<file path="src/rtl/serial_adder_ctrl.sv">
// rtl/serial_adder_ctrl.sv - bit-serial adder controller driving an external 1-bit full adder
// Optional feature macro: SERIAL_ADDER_OVF_EN adds a registered two's-complement overflow output (ovf).
module serial_adder_ctrl #(
  parameter int WIDTH = 8
) (
  input  logic             clk,
  input  logic             rst_n,
  input  logic             start,
  input  logic [WIDTH-1:0] op_a,
  input  logic [WIDTH-1:0] op_b,
  input  logic             cin_init,
  output logic             fa_a,
  output logic             fa_b,
  output logic             fa_cin,
  input  logic             fa_sum,
  input  logic             fa_cout,
  output logic [WIDTH-1:0] sum,
  output logic             cout,
  output logic             busy,
  output logic             done
`ifdef SERIAL_ADDER_OVF_EN
  ,
  output logic             ovf
`endif
);

  localparam int CNT_W = $clog2(WIDTH);

  typedef enum logic [1:0] {
    IDLE = 2'd0,
    RUN  = 2'd1,
    DONE = 2'd2
  } state_t;

  state_t             state_q, state_d;
  logic [WIDTH-1:0]   a_sr_q, a_sr_d;
  logic [WIDTH-1:0]   b_sr_q, b_sr_d;
  logic [WIDTH-1:0]   sum_sr_q, sum_sr_d;
  logic [CNT_W-1:0]   cnt_q, cnt_d;
  logic               carry_q, carry_d;
  logic [WIDTH-1:0]   sum_q, sum_d;
  logic               cout_q, cout_d;
  logic               busy_q, busy_d;
  logic               done_q, done_d;
`ifdef SERIAL_ADDER_OVF_EN
  logic               ovf_q, ovf_d;
`endif

  // Full-adder operands are only presented while shifting; otherwise held quiet at 0.
  always_comb begin
    fa_a   = 1'b0;
    fa_b   = 1'b0;
    fa_cin = 1'b0;
    if (state_q == RUN) begin
      fa_a   = a_sr_q[0];
      fa_b   = b_sr_q[0];
      fa_cin = carry_q;
    end
  end

  // Next-state and datapath: load on start, shift LSB-first in RUN, publish result on the final edge.
  always_comb begin
    state_d  = state_q;
    a_sr_d   = a_sr_q;
    b_sr_d   = b_sr_q;
    sum_sr_d = sum_sr_q;
    cnt_d    = cnt_q;
    carry_d  = carry_q;
    sum_d    = sum_q;
    cout_d   = cout_q;
    busy_d   = 1'b0;
    done_d   = 1'b0;
`ifdef SERIAL_ADDER_OVF_EN
    ovf_d    = ovf_q;
`endif
    case (state_q)
      IDLE: begin
        if (start) begin
          a_sr_d  = op_a;
          b_sr_d  = op_b;
          carry_d = cin_init;
          cnt_d   = '0;
          busy_d  = 1'b1;
          state_d = RUN;
        end
      end
      RUN: begin
        a_sr_d   = a_sr_q >> 1;
        b_sr_d   = b_sr_q >> 1;
        sum_sr_d = {fa_sum, sum_sr_q[WIDTH-1:1]};
        carry_d  = fa_cout;
        cnt_d    = cnt_q + CNT_W'(1);
        if (cnt_q == CNT_W'(WIDTH - 1)) begin
          // Last bit: carry_q still holds the carry into the MSB here.
          sum_d   = sum_sr_d;
          cout_d  = fa_cout;
          done_d  = 1'b1;
`ifdef SERIAL_ADDER_OVF_EN
          ovf_d   = carry_q ^ fa_cout;
`endif
          state_d = DONE;
        end else begin
          busy_d = 1'b1;
        end
      end
      DONE: begin
        state_d = IDLE;
      end
      default: begin
        state_d = IDLE;
      end
    endcase
  end

  // State, datapath and registered outputs; reset aborts any operation in flight.
  always_ff @(posedge clk or negedge rst_n) begin
    if (!rst_n) begin
      state_q  <= IDLE;
      a_sr_q   <= '0;
      b_sr_q   <= '0;
      sum_sr_q <= '0;
      cnt_q    <= '0;
      carry_q  <= 1'b0;
      sum_q    <= '0;
      cout_q   <= 1'b0;
      busy_q   <= 1'b0;
      done_q   <= 1'b0;
`ifdef SERIAL_ADDER_OVF_EN
      ovf_q    <= 1'b0;
`endif
    end else begin
      state_q  <= state_d;
      a_sr_q   <= a_sr_d;
      b_sr_q   <= b_sr_d;
      sum_sr_q <= sum_sr_d;
      cnt_q    <= cnt_d;
      carry_q  <= carry_d;
      sum_q    <= sum_d;
      cout_q   <= cout_d;
      busy_q   <= busy_d;
      done_q   <= done_d;
`ifdef SERIAL_ADDER_OVF_EN
      ovf_q    <= ovf_d;
`endif
    end
  end

  assign sum  = sum_q;
  assign cout = cout_q;
  assign busy = busy_q;
  assign done = done_q;
`ifdef SERIAL_ADDER_OVF_EN
  assign ovf  = ovf_q;
`endif

endmodule

</file>
<file path="config.mk">
export PLATFORM = sky130hd
export DESIGN_NAME = serial_adder_ctrl
export DESIGN_NICKNAME = d
export VERILOG_FILES = /design/src/rtl/serial_adder_ctrl.sv
export SDC_FILE = /design/constraint.sdc
export NUM_CORES = 1
export LEC_CHECK = 0
export CORE_ASPECT_RATIO = 0.7
export CORE_UTILIZATION = 28
export DETAILED_ROUTE_END_ITERATION = 8
export GPL_TIMING_DRIVEN = 0
export SYNTH_ARGS = -nofsm -noshare
export SYNTH_HDL_FRONTEND = slang
export SYNTH_SLANG_ARGS = --single-unit
export TNS_END_PERCENT = 20
</file>
<file path="constraint.sdc">
create_clock -name clk -period 1.54 [get_ports clk]
set_input_delay 0.308 -clock clk [delete_from_list [all_inputs] [get_ports clk]]
set_output_delay 0.308 -clock clk [all_outputs]
set_load 0.05 [all_outputs]
</file>
==> flow_summary.yaml, run 1 <==
min_path:
  hold_class: "input port to async pin"
floorplan:
  die_w_um: 95.7
  rows: 23
  die_area_um2: 6470
  initial_core_util_pct: 29.6
  die_h_um: 67.6
  coreArea_um2: 5810
  io_pins: 36
critical_path:
  critPathKind: "register to primary output"
  cp-start-kind: "register"
  crit_start: "state_q[0]"
  end_kind: "primary output"
  slowest_stage: "dfrtp_2"
  slowest_delay_ns: 0.41
  cp.arrival_ns: 1.24
  required_ns: 1.23
  r2r_start: "state_q[0]"
  cp_cell_sequence: "nor2b_4 > buf_6 > and2_4 > buf_8"
  crit_buf_inv: 2
  crit_family: "flip-flops"
  critPathMaxFanout: 4
layout:
  antenna_cells: 0
  areaGrowthSynthToFinish_pct: 36.1
  layout.nets: 236
  fin_cells: 288
  final_util_pct: 40.3
  layout-drive-gt1-share_pct: 20.7
logic_synthesis:
  yosys_register_bits: 40
  synth-edff-count: 0
  syn_area_per_cell_um2: 10.6
  netlist_instances: 163
  synth_commonest_cells: "dfrtp_1 (40), nand2_1 (26), nor2_1 (17), nor3_1 (17)"
  seq_area_frac_synth_pct: 58.2
  yosys-top-cells-area: "dfrtp_1 (58%), mux2_2 (5.9%), nand2_1 (5.7%), nor3_1 (4.9%), nor2_1 (3.7%)"
  synth_area_leader_cell: "dfrtp_1"
  synth_top_area_share_pct: 58.2
  yosysWarnings: 0
  netlist_area_um2: 1720
  synth_cell_types: 26
  synth_flop_cell: "dfrtp_1"
  syn_nets: 187
  async_flop_share_pct: 100
  yosysMostFrequentCell: "dfrtp_1"
power:
  power_leakage_nw: 1.05
  p_int_mw: 2.94
  switchingPower_mw: 2.13
  power.share.clock_pct: 13.8
  combPwrFrac_pct: 50.0
  seqPwrFrac_pct: 36.2
  max-vdd-ir-drop_uv: 976
  p_per_area_nw_per_um2: 2170
  sw_frac_of_total_pct: 42.0
sta:
  min_period_ns: 1.55
  clock_skew_ns: 0.00771
  worst_slew_pin_slew_ns: 0.524
  rsz0062_at_grt: "true"
  relSlewSlack_pct: 65.1
  fmax_mhz: 646
  finalHoldViolCount: 0
  slew_violations: 0
  period_share_pct: 100
  whs_ns: 0.427
  fin_ws_ns: -0.00768
  setup_viol: 2
  fin_setup_tns_ns: -0.0106
place:
  finalWeightedCongestion: 0.722
  io_buffers: 35
  dp.cells: 274
  post-dp-hpwl_um: 2740
route:
  drt_iter0_drc: 79
  m1WireLength_um: 2210
  post-route-drc-count: 0
  ant_nets: 0
  dr.pass1.iters: 4
  via_count: 1346
  drt_wl_total_um: 4090
  detail_route.vias_per_cell: 4.67
  highest_layer: "met4"
  routedWlPerCell_um: 14.2
  met3_length_um: 214
  dr_wl_met2_um: 1660
grt:
  grt_pass1_wl_um: 6940
  grt_max_degree: 30
  gr-total-overflow: 0
  antenna_found_initial: 0
  grt_pass1_vias: 1331
  grt_usage_pct: 14.6
outcome:
  outcome: "complete, but fails checks"
  violations: "negative setup slack"
flow_run:
  max_cap_viol_count: 0
clock_tree:
  numCtsBuffers: 5
  cts_root_buffer: "clkbuf_8"
  insertion_delay_ns: 0.29
  htreeDepth: 2
  ctsLongestPathBuffers: 2
  tritoncts: "yes"
  clkTransAtPathRegs_ns: 0.08
  clock_sinks: 40
## kinds of logic (layout without fill, tap and decap cells)
| family | after synthesis | count (layout) | synth area share [%] |
|---|---|---|---|
| flip-flops | 40 | 40 | 58.2 |
| buffers and inverters | 13 | 63 | 4.07 |
| adder cells (fa/ha/maj) | 2 | 2 | 1.45 |
| AO/OA/AOI/OAI | 29 | 29 | 11.3 |
| multiplexers | 9 | 9 | 5.89 |
| AND/OR/NAND/NOR | 70 | 70 | 19.1 |
## per-stage QoR
| step | power [mW] | worst slack (ns) | cell area, µm² |
|---|---|---|---|
| 6_report | 5.07 | -0.00768 | 2340 |
| 5_1_grt | 5.47 | -0.0721 | 2340 |
| 4_1_cts | 5.05 | -0.0533 | 2320 |
| 3_5_place_dp | 4.25 | -0.677 | 2180 |
| 3_3_place_gp | 4.21 | -0.885 | 2170 |
| 2_1_floorplan | 3.48 | -0.00302 | 1720 |
## sequential cells by signal, summed over array words and instances, names as in the netlist
register  flops
sum           8
done          1
busy          1
cnt_q         3
carry_q       1
a_sr_q        8
state_q       2
cout          1
sum_sr_q      7
b_sr_q        8
## final timing paths
path / to / slack, ns / cells after the start
min in group clk: sum_sr_q[1] / 0.48 / 2
worst min register to register: sum_sr_q[1] / 0.48 / 2
worst max register to register: b_sr_q[1] / 0.08 / 6
worst max-delay path: fa_cin / -0.008 / 4
worst min-delay path: a_sr_q[7] / 0.43 / 2
max in group asynchronous: state_q[1] / 0.64 / 3
## worst register-to-register path, cell delays in order (launching register included)
cell and delay [ns]:
dfrtp_2 0.41, buf_4 0.15, nand2b_1 0.14, buf_2 0.18, buf_4 0.19, nor3_1 0.19
nor3_1 0.08
## power groups by stage
stage / Clock (mW) / Combinational [mW] / Sequential, mW
6_report: 0.702 / 2.54 / 1.84
5_1_grt: 0.788 / 2.77 / 1.92
4_1_cts: 0.733 / 2.48 / 1.83
3_5_place_dp: 0 / 2.38 / 1.87
3_3_place_gp: 0 / 2.35 / 1.86
2_1_floorplan: 0 / 1.21 / 2.27
## per-layer routing
layer / up-vias / GRT usage (%)
met2: 29 / 20.4
met4: 0 / 2.24
met3: 2 / 4.28
met5: - / 0
li1: 666 / -
met1: 649 / 22.2
## area by class of cell
cell class | instances | area, µm²
Buffer | 10 | 67.6
Clock buffer | 8 | 90.1
Fill cell | 595 | 3470
Inverter | 3 | 11.3
Multi-Input combinational cell | 110 | 662
Sequential cell | 40 | 1000
Tap cell | 75 | 93.8
Timing Repair Buffer | 42 | 414
## repair_timing
item | 4_1_cts | 5_1_grt
hold buffers | 1 | 0
endpoints found under the hold margin | 11 | 0
gates resized for setup | 38 | 6
setup endpoints to repair | 14 | 5
pin swaps | 1 | 0
buffers inserted | 5 | 0
## cell usage in the layout (no fill, tap or decap)
cell type,n
a21oi_1,8
a22o_1,2
a32oi_1,2
and2_4,3
buf_12,1
buf_2,4
buf_4,7
buf_6,2
buf_8,3
clkbuf_1,4
clkbuf_4,1
clkbuf_8,6
clkdlybuf4s50_1,20
dfrtp_1,38
dfrtp_2,2
dlygate4sd2_1,11
dlygate4sd3_1,1
ha_1,2
inv_1,2
inv_2,1
mux2_2,9
nand2_1,26
nand2_4,1
nand2b_1,1
nand2b_2,1
nor2_1,17
nor2b_4,1
nor3_1,16
nor3_2,2
o21ai_0,2
o22ai_1,9
o32ai_1,6
or2_1,1
or2b_1,1
No activity file was read; power rests on OpenSTA's default activity.
==> run 2, diff against run 1 <==
--- a/config.mk
+++ b/config.mk
@@ -6,6 +6,7 @@
 export NUM_CORES = 1
 export LEC_CHECK = 0
 export CORE_ASPECT_RATIO = 0.7
+export CORE_MARGIN = 1.5
 export CORE_UTILIZATION = 28
 export DETAILED_ROUTE_END_ITERATION = 8
 export GPL_TIMING_DRIVEN = 0
==> constraint.sdc (replaced) <==
create_clock -name clk -period 1.54 [get_ports clk]
set_input_delay 0.308 -clock clk [delete_from_list [all_inputs] [get_ports clk]]
set_output_delay 0.308 -clock clk [all_outputs]
set_load 0.01 [all_outputs]
==> run 2 against run 1 <==
Effect of this change:
- the flow now finishes without violations
- cell count is 0.69% lower
- sequential share of layout area is 0.35 points higher
- sequential power hardly changed
- clock skew hardly changed
- via count is 1.6% higher
- design area is 0.80% lower
- critical path type unchanged
- core utilization is 0.32 points lower
- setup slack better by 0.036 ns
- non-clock buffer count is 1 higher
- largest cell class unchanged
==> flow_summary.yaml, run 2 (synthesis gave the netlist of run 1 again) <==
floorplan:
  die_h_um: 68.6
  rows: 23
  die_area_um2: 6630
  io_pins: 36
  initial_core_util_pct: 29.6
  die_w_um: 96.7
  coreArea_um2: 5810
power:
  max-vdd-ir-drop_uv: 633
  p_per_area_nw_per_um2: 1920
  power_leakage_nw: 1.02
  total_power_mw: 4.47
critical_path:
  r2r_cells: 6
  crit_family: "flip-flops"
  crit_buf_inv: 2
  cp-start-kind: "register"
  slowest_stage: "dfrtp_2"
  required_ns: 1.23
  critPathKind: "register to primary output"
  end_kind: "primary output"
  crit_cells: 4
  cp_cell_sequence: "nor2b_4 > buf_6 > and2_4 > buf_6"
  slowest_delay_ns: 0.40
  critPathMostFrequentCell: "buf_6"
  critPathMaxFanout: 4
  cp.arrival_ns: 1.20
grt:
  antenna_found_initial: 0
  grt_pass1_wl_um: 6900
  grt_max_degree: 29
  gr-total-overflow: 0
  grt_usage_pct: 13.6
  grt_pass1_vias: 1338
layout:
  final_common_cell: "dfrtp_1"
  layout_common_cells: "dfrtp_1 (38), clkdlybuf4s50_1 (31), nand2_1 (26)"
  areaGrowthSynthToFinish_pct: 35.1
  antenna_cells: 0
  stdcell_area_um2: 2320
  fin_cells: 286
  layout.nets: 237
  layout-drive-gt1-share_pct: 20.4
  n_fill_cell: 585
  final_util_pct: 40.0
clock_tree:
  cts_root_buffer: "clkbuf_8"
  numCtsBuffers: 5
  htreeDepth: 2
  insertion_delay_ns: 0.29
  ctsLongestPathBuffers: 2
  tritoncts: "yes"
  clock_sinks: 40
  clkTransAtPathRegs_ns: 0.08
sta:
  relSlewSlack_pct: 66.6
  fin_setup_tns_ns: 0
  fmax_mhz: 661
  fin_ws_ns: 0.0280
  min_period_ns: 1.51
  slew_violations: 0
  clock_skew_ns: 0.00785
  worst_slew_pin_slew_ns: 0.500
  rsz0062_at_grt: "true"
  whs_ns: 0.438
  setup_viol: 0
  period_share_pct: 98.2
  finalHoldViolCount: 0
outcome:
  outcome: "complete, no violations"
route:
  dr.pass1.iters: 4
  via_count: 1367
  detail_route.vias_per_cell: 4.78
  drt_iter0_drc: 54
  ant_nets: 0
  drt_wl_total_um: 4100
  routedWlPerCell_um: 14.3
  post-route-drc-count: 0
place:
  post-dp-hpwl_um: 2780
  dp.cells: 274
  dp_slack_ns: -0.392
  finalWeightedCongestion: 0.768
  io_buffers: 35
  place_area_um2: 2180
min_path:
  hold_class: "input port to async pin"
flow_run:
  max_cap_viol_count: 0
-- run 2: changes by cell type in the layout (fill, tap and decap cells not counted) --
cell,previous run,this run
buf_8,3,0
clkbuf_4,1,0
clkbuf_8,6,5
nor3_1,16,17
clkbuf_1,4,2
buf_6,2,5
buf_4,7,8
nor3_2,2,1
dlygate4sd2_1,11,0
buf_2,4,5
clkdlybuf4s50_1,20,31
-- run 2: where the power goes --
group	internal, mW	total [mW]	switching [mW]	leakage [nW]
sequential	1.54	1.84	0.300	0.476
combinational	1.10	2.00	0.901	0.509
clock	0.292	0.625	0.333	0.0359
total	2.94	4.47	1.53	1.02
-- run 2: path summary, 6_finish.rpt --
| kind | start | end | slack [ns] |
|---|---|---|---|
| worst max-delay path | state_q[0] | fa_cin | 0.03 |
| worst min-delay path | rst_n | b_sr_q[7] | 0.44 |
| worst max register to register | state_q[0] | b_sr_q[1] | 0.08 |
| worst min register to register | sum_sr_q[1] | sum_sr_q[1] | 0.47 |
| max in group asynchronous | rst_n | state_q[1] | 0.63 |
| min in group clk | sum_sr_q[1] | sum_sr_q[1] | 0.47 |
-- run 2: cell type report --
type	instances	area, µm²	share of cell area [%]
Inverter	3	11.3	0.485
Multi-Input combinational cell	110	657	28.3
Timing Repair Buffer	43	424	18.3
Clock buffer	5	68.8	2.96
Buffer	10	65.1	2.80
Tap cell	75	93.8	4.04
Sequential cell	40	1000	43.2
-- run 2: what timing repair did --
| item | CTS | global route |
|---|---|---|
| pin swaps | 0 | 1 |
| gates resized for setup | 16 | 6 |
| setup buffers | 4 | 2 |
| endpoints found under the hold margin | 12 | 0 |
| hold buffers | 1 | 0 |
| endpoints found under the setup margin | 3 | 3 |
-- run 2: worst register-to-register path: cells and delay by family (launching register included) --
| kind | cells | cell delay [ns] |
|---|---|---|
| buffers and inverters | 3 | 0.51 |
| and+or+nand+nor | 3 | 0.41 |
| DFF | 1 | 0.40 |
-- run 2: metal layers --
metal	share of wire, %	vias to the layer above	track usage, %
met5	0	-	0
met4	1.1	0	4.89
met2	40	25	18.9
met1	55	673	19.9
met3	4.5	6	3.93
li1	-	663	-
==> patch: new RTL, settings of run 2 <==
The 3 states of `state_t` get a one-hot encoding in 3 bits.
--- a/src/rtl/serial_adder_ctrl.sv
+++ b/src/rtl/serial_adder_ctrl.sv
@@ -27,8 +27,8 @@
   localparam int CNT_W = $clog2(WIDTH);
 
-  typedef enum logic [1:0] {
-    IDLE = 2'd0,
-    RUN  = 2'd1,
-    DONE = 2'd2
+  typedef enum logic [2:0] {
+    IDLE = 3'b001,
+    RUN  = 3'b010,
+    DONE = 3'b100
   } state_t;
 
Formal check against the unedited RTL: same outputs for any inputs over 10 cycles, from zero or initial values and one cycle with rst_n low; not proved beyond that.
==> patch against run 2 <==
The flow now finishes with violations (setup timing); setup slack lost 0.21 ns; clock power is 44% higher; critical path depth grew 1; area after synthesis increased by 0.73%; critical path type unchanged; first-iteration DRC count shrank 19%; global-route usage shrank 2.5 points; cell area is 4.8% higher; total power down 13%; sequential cell count increased by 1; largest power group is now registers; non-clock buffer count increased by 1; routed wire length is 14% lower; highest routed layer unchanged.
==> patch: results <==
metrics = {
    "global_routing": {
        "use_met1_pct": 15.3,
        "grt_first_pass_wirelength_um": 5530,
        "grt_util_met3_pct": 3.02,
        "grt_max_degree": 35,
        "use_met2_pct": 15.8,
    },
    "synthesis": {
        "synth_compound_area_share_pct": 7.22,
        "ys_types": 19,
        "ys_seq_area_share_pct": 59.3,
        "synthMuxAreaShare_pct": 19.9,
        "syn_inst": 128,
        "syn_nets": 152,
        "synthTopCellsByArea": "dfrtp_1 58%, mux2_1 10%, mux2i_1 8.7%",
        "synth_adder_area_share_pct": 1.44,
    },
    "place": {
        "placed_cells": 239,
        "gp_congestion": 0.721,
        "place_area_um2": 2190,
        "place_ws_ns": -0.375,
        "dpl.hpwl_um": 2300,
    },
    "sta": {
        "whs_ns": 0.398,
        "setup-violations-final": 3,
        "clock_skew_ns": 0.00513,
        "worst_pin_slew_ns": 0.493,
        "setup_ws_ns": -0.182,
        "fin_tns_setup_ns": -0.540,
    },
    "run_status": {
        "status": "complete, but fails checks",
        "violations": "setup timing",
    },
    "routing": {
        "wl_met3_um": 206,
        "routed-wl-met2_um": 1460,
        "drtIter0Drc": 44,
        "post_drt_wl_per_cell_um": 13.8,
        "via_per_inst": 4.42,
        "wl_met1_um": 1830,
        "vias": 1135,
    },
    "finish": {
        "fillCellCount": 565,
        "drive_gt1_share_pct": 22.5,
        "final_cell_area_um2": 2430,
    },
    "pwr": {
        "swShare_pct": 29.8,
        "ir_drop_v": 0.000514,
        "p_per_area_nw_per_um2": 1600,
        "pg_comb_mw": 1.33,
        "seq_power_mw": 1.67,
        "leakagePower_nw": 1.11,
    },
    "setup_path": {
        "regToRegEndpoint": "cnt_q[0]$_DFFE_PN0P_",
        "cp_max_fo": 5,
        "rrSetupSlack_ns": 0,
        "cp.depth": 5,
        "critPathTopFamily": "flip-flops",
        "arrival_ns": 1.41,
        "cpPeakStageDelay_ns": 0.57,
        "timing.rr.start": "state_q[0]$_DFFE_PN1P_",
        "crit_slowest_cell": "dfstp_2",
    },
    "clock_network": {
        "cts_root_buf": "clkbuf_8",
        "cts_resized": 19,
        "cts_setup_buffers": 5,
    },
    "hold_path": {
        "hold_path_class": "primary input to async pin",
    },
}
## patch: how the worst max path moves through the flow
| stage | startpoint | endpoint | slack [ns] |
|---|---|---|---|
| 5_1_grt | state_q[2]$_DFFE_PN0P_ | fa_b | -0.22 |
| 3_3_place_gp | rst_n | a_sr_q[2]$_DFFE_PN0P_ | -0.93 |
| 6_report | state_q[0]$_DFFE_PN1P_ | fa_cin | -0.18 |
| 2_1_floorplan | cnt_q[0]$_DFFE_PN0P_ | cout$_DFFE_PN0P_ | 0.09 |
| 4_1_cts | state_q[0]$_DFFE_PN1P_ | fa_a | -0.18 |
| 3_5_place_dp | state_q[0]$_DFFE_PN1P_ | fa_cin | -0.38 |
## patch: cell type report
cell class	count	area share (%)
tap	75	3.85
sequential	41	42.2
timing repair buffer	46	18.5
inverter	1	0.154
clock buffer	6	3.39
clock inverter	2	1.54
buffer	8	3.75
multi-input combinational	78	26.6
## patch: cell families after synthesis
family / count (synthesis)
buf+inv: 9
fa+ha+maj: 2
flops: 41
simple gates: 23
compound gates: 21
mux: 32
